===== src/rtl/fetch_pkg.sv =====
// Shared types and constants for the instruction fetch stage.
// A queue entry carries the fetch address alongside the returned word.
package fetch_pkg;

   localparam int unsigned INST_W  = 32;
   localparam int unsigned PC_W    = 32;
   localparam int unsigned PC_STEP = 4;

   typedef struct packed {
      logic [PC_W-1:0]   pc;
      logic [INST_W-1:0] inst;
   } fetch_entry_t;

endpackage


===== src/rtl/fetch_fifo.sv =====
// Prefetch queue of {pc, inst} entries; flush empties it and wins over push.
// The head is a read-mux of the storage array and is only meaningful when count > 0.
module fetch_fifo
   import fetch_pkg::*;
#(
   parameter int unsigned DEPTH = 4
) (
   input  logic                       clk,
   input  logic                       reset,
   input  logic                       flush,
   input  logic                       push,
   input  fetch_entry_t               push_data,
   input  logic                       pop,
   output fetch_entry_t               head_c,
   output logic [$clog2(DEPTH+1)-1:0] count
);

   localparam int unsigned PTR_W = $clog2(DEPTH);
   localparam int unsigned CNT_W = $clog2(DEPTH + 1);

   fetch_entry_t     mem_q [DEPTH];
   fetch_entry_t     mem_d [DEPTH];
   logic [PTR_W-1:0] wr_ptr_q, wr_ptr_d;
   logic [PTR_W-1:0] rd_ptr_q, rd_ptr_d;
   logic [CNT_W-1:0] count_q, count_d;
   logic             do_push;
   logic             do_pop;

   // Pointers wrap naturally because DEPTH is a power of two.
   always_comb begin
      mem_d    = mem_q;
      wr_ptr_d = wr_ptr_q;
      rd_ptr_d = rd_ptr_q;
      count_d  = count_q;
      do_pop   = 1'b0;
      do_push  = 1'b0;
      if (flush) begin
         wr_ptr_d = '0;
         rd_ptr_d = '0;
         count_d  = '0;
      end else begin
         do_pop  = pop && (count_q != '0);
         do_push = push && ((count_q != CNT_W'(DEPTH)) || do_pop);
         if (do_push) begin
            mem_d[wr_ptr_q] = push_data;
            wr_ptr_d        = wr_ptr_q + PTR_W'(1);
         end
         if (do_pop) begin
            rd_ptr_d = rd_ptr_q + PTR_W'(1);
         end
         count_d = count_q + CNT_W'(do_push) - CNT_W'(do_pop);
      end
   end

   always_ff @(posedge clk or posedge reset) begin
      if (reset) begin
         mem_q    <= '{default: '0};
         wr_ptr_q <= '0;
         rd_ptr_q <= '0;
         count_q  <= '0;
      end else begin
         mem_q    <= mem_d;
         wr_ptr_q <= wr_ptr_d;
         rd_ptr_q <= rd_ptr_d;
         count_q  <= count_d;
      end
   end

   assign head_c = mem_q[rd_ptr_q];
   assign count  = count_q;

endmodule


===== src/rtl/inst_fetch_unit.sv =====
// Instruction fetch stage: owns the fetch PC, issues credit-limited word reads,
// queues returned words with their PCs and restarts cleanly on a branch redirect.
module inst_fetch_unit
   import fetch_pkg::*;
#(
   parameter int unsigned       ADDR_W   = 32,
   parameter int unsigned       DEPTH    = 4,
   parameter logic [ADDR_W-1:0] RESET_PC = '0
) (
   input  logic              clk,
   input  logic              reset,
   output logic              imem_req_valid,
   output logic [ADDR_W-1:0] imem_req_addr,
   input  logic              imem_req_ready,
   input  logic              imem_resp_valid,
   input  logic [INST_W-1:0] imem_resp_data,
   input  logic              redirect_valid,
   input  logic [ADDR_W-1:0] redirect_pc,
   output logic              out_valid,
   input  logic              out_ready,
   output logic [INST_W-1:0] out_inst,
   output logic [ADDR_W-1:0] out_pc
);

   localparam int unsigned CNT_W = $clog2(DEPTH + 1);
   localparam int unsigned SUM_W = CNT_W + 1;

   logic [ADDR_W-1:0] fetch_pc_q, fetch_pc_d;
   logic [ADDR_W-1:0] resp_pc_q, resp_pc_d;
   logic [CNT_W-1:0]  outstanding_q, outstanding_d;
   logic [CNT_W-1:0]  drop_cnt_q, drop_cnt_d;

   logic              credit_ok;
   logic              req_fire;
   logic              resp_ok;
   logic              push_c;
   logic              pop_c;
   logic [ADDR_W-1:0] target_pc;
   fetch_entry_t      push_entry;
   fetch_entry_t      head;
   logic [CNT_W-1:0]  fifo_count;
   logic [1:0]        unused_redirect_lsb;

   assign unused_redirect_lsb = redirect_pc[1:0];
   assign target_pc           = {redirect_pc[ADDR_W-1:2], 2'b00};

   // Queued plus in-flight words never exceed the queue size, so every response has a slot.
   assign credit_ok      = (SUM_W'(fifo_count) + SUM_W'(outstanding_q)) < SUM_W'(DEPTH);
   assign imem_req_valid = !reset && !redirect_valid && credit_ok;
   assign imem_req_addr  = fetch_pc_q;
   assign req_fire       = imem_req_valid && imem_req_ready;
   assign resp_ok        = imem_resp_valid && (outstanding_q != '0);

   always_comb begin
      fetch_pc_d    = fetch_pc_q;
      resp_pc_d     = resp_pc_q;
      drop_cnt_d    = drop_cnt_q;
      outstanding_d = outstanding_q + CNT_W'(req_fire) - CNT_W'(resp_ok);
      push_c        = 1'b0;
      if (redirect_valid) begin
         // Everything still in flight after this cycle belongs to the abandoned path.
         fetch_pc_d = target_pc;
         resp_pc_d  = target_pc;
         drop_cnt_d = outstanding_q - CNT_W'(resp_ok);
      end else begin
         if (req_fire) begin
            fetch_pc_d = fetch_pc_q + ADDR_W'(PC_STEP);
         end
         if (resp_ok) begin
            if (drop_cnt_q != '0) begin
               drop_cnt_d = drop_cnt_q - CNT_W'(1);
            end else begin
               push_c    = 1'b1;
               resp_pc_d = resp_pc_q + ADDR_W'(PC_STEP);
            end
         end
      end
   end

   always_ff @(posedge clk or posedge reset) begin
      if (reset) begin
         fetch_pc_q    <= RESET_PC;
         resp_pc_q     <= RESET_PC;
         outstanding_q <= '0;
         drop_cnt_q    <= '0;
      end else begin
         fetch_pc_q    <= fetch_pc_d;
         resp_pc_q     <= resp_pc_d;
         outstanding_q <= outstanding_d;
         drop_cnt_q    <= drop_cnt_d;
      end
   end

   always_comb begin
      push_entry.pc   = PC_W'(resp_pc_q);
      push_entry.inst = imem_resp_data;
   end

   assign pop_c = out_valid && out_ready;

   fetch_fifo #(
      .DEPTH(DEPTH)
   ) u_fifo (
      .clk      (clk),
      .reset    (reset),
      .flush    (redirect_valid),
      .push     (push_c),
      .push_data(push_entry),
      .pop      (pop_c),
      .head_c   (head),
      .count    (fifo_count)
   );

   // Head fields are masked to zero while the queue is empty.
   always_comb begin
      out_valid = (fifo_count != '0);
      out_inst  = '0;
      out_pc    = '0;
      if (out_valid) begin
         out_inst = head.inst;
         out_pc   = ADDR_W'(head.pc);
      end
   end

   resp_without_request_a: assert property (@(posedge clk) disable iff (reset)
      !(imem_resp_valid && (outstanding_q == '0)));

   outstanding_bound_a: assert property (@(posedge clk) disable iff (reset)
      (outstanding_q <= CNT_W'(DEPTH)) && (drop_cnt_q <= CNT_W'(DEPTH)));

endmodule


===== config.mk =====
export PLATFORM = sky130hd
export DESIGN_NAME = inst_fetch_unit
export DESIGN_NICKNAME = d
export VERILOG_FILES = /design/src/rtl/fetch_pkg.sv /design/src/rtl/fetch_fifo.sv /design/src/rtl/inst_fetch_unit.sv
export SDC_FILE = /design/constraint.sdc
export NUM_CORES = 1
export LEC_CHECK = 0
export ABC_AREA = 1
export CAP_MARGIN = 40
export CORE_UTILIZATION = 62
export DETAILED_ROUTE_END_ITERATION = 10
export PLACE_DENSITY = 0.86
export REMOVE_ABC_BUFFERS = 1
export SLEW_MARGIN = 30
export SYNTH_ARGS = -nofsm -noshare
export SYNTH_HDL_FRONTEND = slang
export SYNTH_SLANG_ARGS = --single-unit

===== constraint.sdc =====
create_clock -name clk -period 23 [get_ports clk]
set_input_delay 5.75 -clock clk [delete_from_list [all_inputs] [get_ports clk]]
set_output_delay 5.75 -clock clk [all_outputs]
set_load 0.02 [all_outputs]

# Word level (Yosys, flattened, before mapping)
# Index checks and enable logic that the tools add are counted.
[word_totals]
register_bits = 333
[op_classes]
order_cmp = 4
muxes = 24
bitwise = 3
eq_ne = 2
reduce_logical = 22
add_sub_neg = 11
[ops]
columns = ["op", "count"]
rows = [
  ["bitwise mux 256 bit", 1],
  ["2-to-1 mux 32 bit", 7],
  ["2-to-1 mux 64 bit", 3],
  ["binary-select mux 64 bit (select 2 bit)", 1],
  ["demux 64 bit (select 2 bit)", 1],
  ["adder 32 x 3 -> 32 bit, second input constant", 2],
  ["2-to-1 mux 3 bit", 4],
  ["nonzero test 2 bit", 5],
  ["nonzero test 3 bit", 3],
  ["subtractor 3 x 1 -> 3 bit", 3],
  ["logical AND 1 bit", 8],
  ["2-to-1 mux 2 bit", 4],
  ["adder 3 x 1 -> 3 bit", 2],
  ["greater-or-equal comparator 3 bit, second input constant", 2],
  ["inverter 2 -> 3 bit", 2],
  ["AND reduction 2 bit", 3],
  ["adder 2 x 1 -> 2 bit, second input constant", 2],
  ["adder 3 x 3 -> 4 bit", 1],
  ["less-than comparator 4 x 3 -> 1 bit, second input constant", 1],
  ["less-than comparator 3 x 1 -> 1 bit, second input constant", 1],
  ["2-to-1 mux 1 bit", 3],
  ["inequality test 3 bit, second input constant", 1],
  ["subtractor 3 x 1 -> 3 bit, second input constant", 1],
  ["logical NOT 1 bit", 2],
  ["3 further kinds", 3],
]

# Longest topological paths before layout
[logic_depth]
ltp_word = 8
mapped_depth = 14
depth_no_buf = 12

# Cells and area by module
# A second synthesis with hierarchy kept.
[hier_totals]
hier_cells = 2395
hier_area_um2 = 17863.4
[modules_own_cells]
columns = ["module", "n_inst", "seq_area_each_um2", "cells_each", "area_each_um2"]
rows = [
  ["fetch_fifo", 1, 6581.3, 1553, 12704.7],
  ["inst_fetch_unit", 1, 1651.6, 842, 5158.7],
]

# Least setup slack after synthesis
# No wires, ideal clock.
[synth_timing]
path_type = "input-to-output"
start = "input port redirect_valid"
end = "output port imem_req_valid"
slack_ns = 10.789
cell_stages = 3
required_ns = 17.250
t_arrival_ns = 6.461
n_path_buf = 1
cell_sequence = "buf_2 or2_1 nor3_2"
[synth_between]
elab_chain_len = 3
[synth_rtl]
columns = ["element", "line", "text"]
rows = [
  ["from (decl)", "inst_fetch_unit.sv:17", "input logic redirect_valid,"],
  ["logical NOT 1 bit", "inst_fetch_unit.sv:49", "assign imem_req_valid = !reset && !redirect_valid && credit_ok;"],
  ["logical AND 1 bit (2 in a row)", "inst_fetch_unit.sv:49", ""],
  ["to (decl)", "inst_fetch_unit.sv:12", "output logic imem_req_valid,"],
]
# No other way between the ends.

# Worst setup path after layout
# Same ends and word-level chain as after synthesis.

==> impl_metrics.json <==
{
  "wirelength_mm": 41.76,
  "synth_area_per_cell_um2": 7.765,
  "worst_slack_ps": 9730,
  "die_h_um": 162.9,
  "path_buf_inv": 3,
  "antenna_cells_inserted": 0,
  "gr-max-usage-layer": "met2",
  "critical_path.max_stage_delay_ps": 630,
  "tritoncts": "yes",
  "yosys-mux-area-fraction_pct": 0,
  "worst_hold_path.num_cells": 2,
  "netlist_instances": 2068,
  "finalHoldViolations": 0,
  "port_buffers": 161,
  "timing.critical_path.to_type": "output pin",
  "share_seq_of_total_power_pct": 36.4,
  "pin_count_of_the_biggest_net_entering_global_routing": 119,
  "synth.cell_area_um2": 16060,
  "cts-root-to-sink-buffers": 3,
  "htree_num_levels": 1,
  "vias": 14530,
  "final-max-slew-violation-count": 0,
  "gr-usage-met2_pct": 51.45,
  "cpLargestDelayFamily": "buffers and inverters",
  "p_comb_share_pct": 37.7,
  "pwr-share-clk_pct": 25.9,
  "worstSetupStartpointType": "input pin",
  "synthSimpleGateAreaFrac_pct": 23.15,
  "grt_util_met1_pct": 44.52,
  "drt_first_pass_iters": 6,
  "timing.final.crit_share_pct": 57.70,
  "layout.nets": 2258,
  "run_status": "finished, final reports clean",
  "grt.met3_usage_pct": 5.093,
  "postSynthRegisterBits": 321,
  "hold_path.startpoint": "u_fifo.mem_q[21]",
  "chipWidth_um": 162.9,
  "number_of_antenna_violations_at_the_first_check_in_global_routing": 0,
  "detailedPlace.worstSlack_ps": 9725,
  "worstReg2RegEnd": "outstanding_q[2]",
  "crit_top_cell": "clkdlybuf4s50_1",
  "cts.sinks": 321,
  "maxCapViolations": 0,
  "r2r_slack_ps": 20230,
  "tritoncts.num_buffers": 31,
  "cts-resized-gates": 0,
  "yosys_warnings": 0,
  "routed_via_density": 5.765,
  "detail_route.iter0.violations": 1644,
  "worstMarginPinSlew_ps": 856.8,
  "share_of_cells_above_drive_strength_1_pct": 4.062,
  "detail_route.drc_violations": 0,
  "grt_setup_unrepaired": "no",
  "timing.reg2reg.worst_path_depth": 12,
  "grt_pass1_wl_mm": 67.90,
  "core_um2": 25330,
  "compound_gate_portion_of_the_synthesized_area_pct": 16.16,
  "ctsHoldBuffers": 0,
  "placement_rows": 58,
  "post_synth_fa_ha_maj_area_fraction_pct": 1.496,
  "area.growth.synth_to_final_pct": 17.32,
  "critical_path_arrival_ps": 7520,
  "tns_ps": 0,
  "seq_area_frac_synth_pct": 50.02,
  "start_util_pct": 63.40,
  "total_routing_usage_reported_by_global_routing_pct": 31.74,
  "layout.cells.most_common_list": "498 x nand2_1, 357 x o21ai_0, 326 x nor2_1, 319 x dfrtp_1, 161 x clkdlybuf4s50_1",
  "synth_top_family_by_area": "simple AND/OR/NAND/NOR gates",
  "mostFrequentLayoutCell": "nand2_1",
  "max_slew_margin_pct": 42.67,
  "worstPathCellList": "clkdlybuf4s50_1, buf_4, or2_1, nor3_2, clkdlybuf4s50_1",
  "worst_min_path_class": "reg -> reg",
  "cell_internal_pwr_uw": 1315,
  "switching_power_uw": 771.9,
  "power_per_cell_area_nw_per_um2": 110.8,
  "clock_skew_ps": 20.56,
  "clock_insertion_delay_worst_skew_ps": 560,
  "crit_slowest_cell": "clkdlybuf4s50_1",
  "synth_cell_types": 39,
  "antenna_left": 0,
  "reg2reg_from": "outstanding_q[2]",
  "io_pins": 168,
  "power.switching_fraction_pct": 36.99,
  "cts_post_setup_buffers_inserted": 0,
  "crit_type": "in -> out",
  "peakVddDrop_mv": 0.08425,
  "place_congestion": 0.9491,
  "worstPathRequired_ps": 17250,
  "clk_root_buffer_cell": "clkbuf_16",
  "post_drt_wl_per_cell_um": 16.56,
  "synth_xor_area_share_pct": 1.473,
  "gr-total-overflow": 0,
  "timing.final.crit_period_ps": 13270,
  "report.final.setup_viol": 0,
  "grt_pass1_vias": 13860,
  "static-leakage-power_uw": 0.008679,
  "critPathMaxFanout": 42,
  "maxClockFrequency_ghz": 0.07536,
  "dp_hpwl_mm": 25.35,
  "hold_end": "u_fifo.mem_q[21]",
  "path_clk_slew_ps": 60,
  "design.die.area_um2": 26550
}
registers in the layout, indices dropped and copies added, names as in the netlist:
register	count
imem_req_addr	30
u_fifo.wr_ptr_q	2
u_fifo.count	3
u_fifo.rd_ptr_q	2
outstanding_q	3
resp_pc_q	30
drop_cnt_q	3
u_fifo.mem_q	248
per-layer routing:
metal	vias up	share of wire, %
li1	6860	-
met1	6901	43
met2	700	47
met3	73	8.4
met4	0	1.7
met5	-	0
stage by stage:
step | hold WS [ps] | cell area (µm²) | util (%) | std cells | total power, µW
after floorplan | 447.8 | 15390 | - | 1953 | 1217
after global placement | 459.5 | 17530 | 69.23 | 2458 | 1499
after detailed placement | 467.4 | 17650 | 69.71 | 2463 | 1526
after CTS | 483.6 | 18740 | 73.98 | 2517 | 2069
after global routing | 502.5 | 18840 | 74.38 | 2521 | 2207
final | 480.9 | 18840 | 74.38 | 2521 | 2087
layout make-up:
type	instances	area (µm²)
Inverter	146	556.8
Sequential cell	321	8038
Timing Repair Buffer	184	1941
Tap cell	330	412.9
Multi-Input combinational cell	1486	6809
Clock buffer	45	908.4
Fill cell	1805	6487
Clock inverter	9	173.9
cells by family after synthesis:
group / count (synthesis)
buf+inv: 264
simple gates: 930
compound gates: 507
flops: 321
fa+ha+maj: 18
other cells: 1
xor+xnor: 27
cell usage after synthesis, drive strengths merged:
cell type | count | area share [%]
nand2 | 503 | 12
o21ai | 409 | 13
nor2 | 329 | 7.9
dfrtp | 321 | 50
inv | 144 | 3.4
a21oi | 74 | 2.3
clkbuf | 63 | 1.5
nand3 | 62 | 1.9
buf | 55 | 2.8
xor2 | 18 | 0.98
ha | 16 | 1.2
o211ai | 16 | 0.75
nand4 | 14 | 0.55
nor3 | 13 | 0.47
xnor2 | 9 | 0.49
a31oi | 3 | 0.12
and2 | 3 | 0.12
or2 | 3 | 0.12
and3 | 2 | 0.078
clkinv | 2 | 0.054
fa | 2 | 0.25
o21bai | 2 | 0.093
a22oi | 1 | 0.047
conb | 1 | 0.023
nand3b | 1 | 0.047
o21a | 1 | 0.047
o221ai | 1 | 0.055
power by group through the flow:
stage	sequential, µW	combinational [µW]	clock (µW)
finish	760	787	540
global route	773	868	567
CTS	757	770	543
detailed placement	764	762	0
global placement	760	739	0
floorplan	769	447	0
how the worst max path moves through the flow:
stage / cells after the start / slack [ps] / startpoint / endpoint
after floorplan: 1 / 8370 / reset / drop_cnt_q[0]
final: 5 / 9730 / redirect_valid / imem_req_valid
after global routing: 5 / 9620 / redirect_valid / imem_req_valid
after global placement: 5 / 9730 / redirect_valid / imem_req_valid
after CTS: 5 / 9720 / redirect_valid / imem_req_valid
after detailed placement: 5 / 9720 / redirect_valid / imem_req_valid
tightest hold or removal path, delay by kind of cell, from the launching register on:
kind,cells,cell delay [ps]
DFF,1,340
and+or+nand+nor,1,50
AOI/OAI and AO/OA,1,60
No activity file was read; power rests on OpenSTA's default activity.
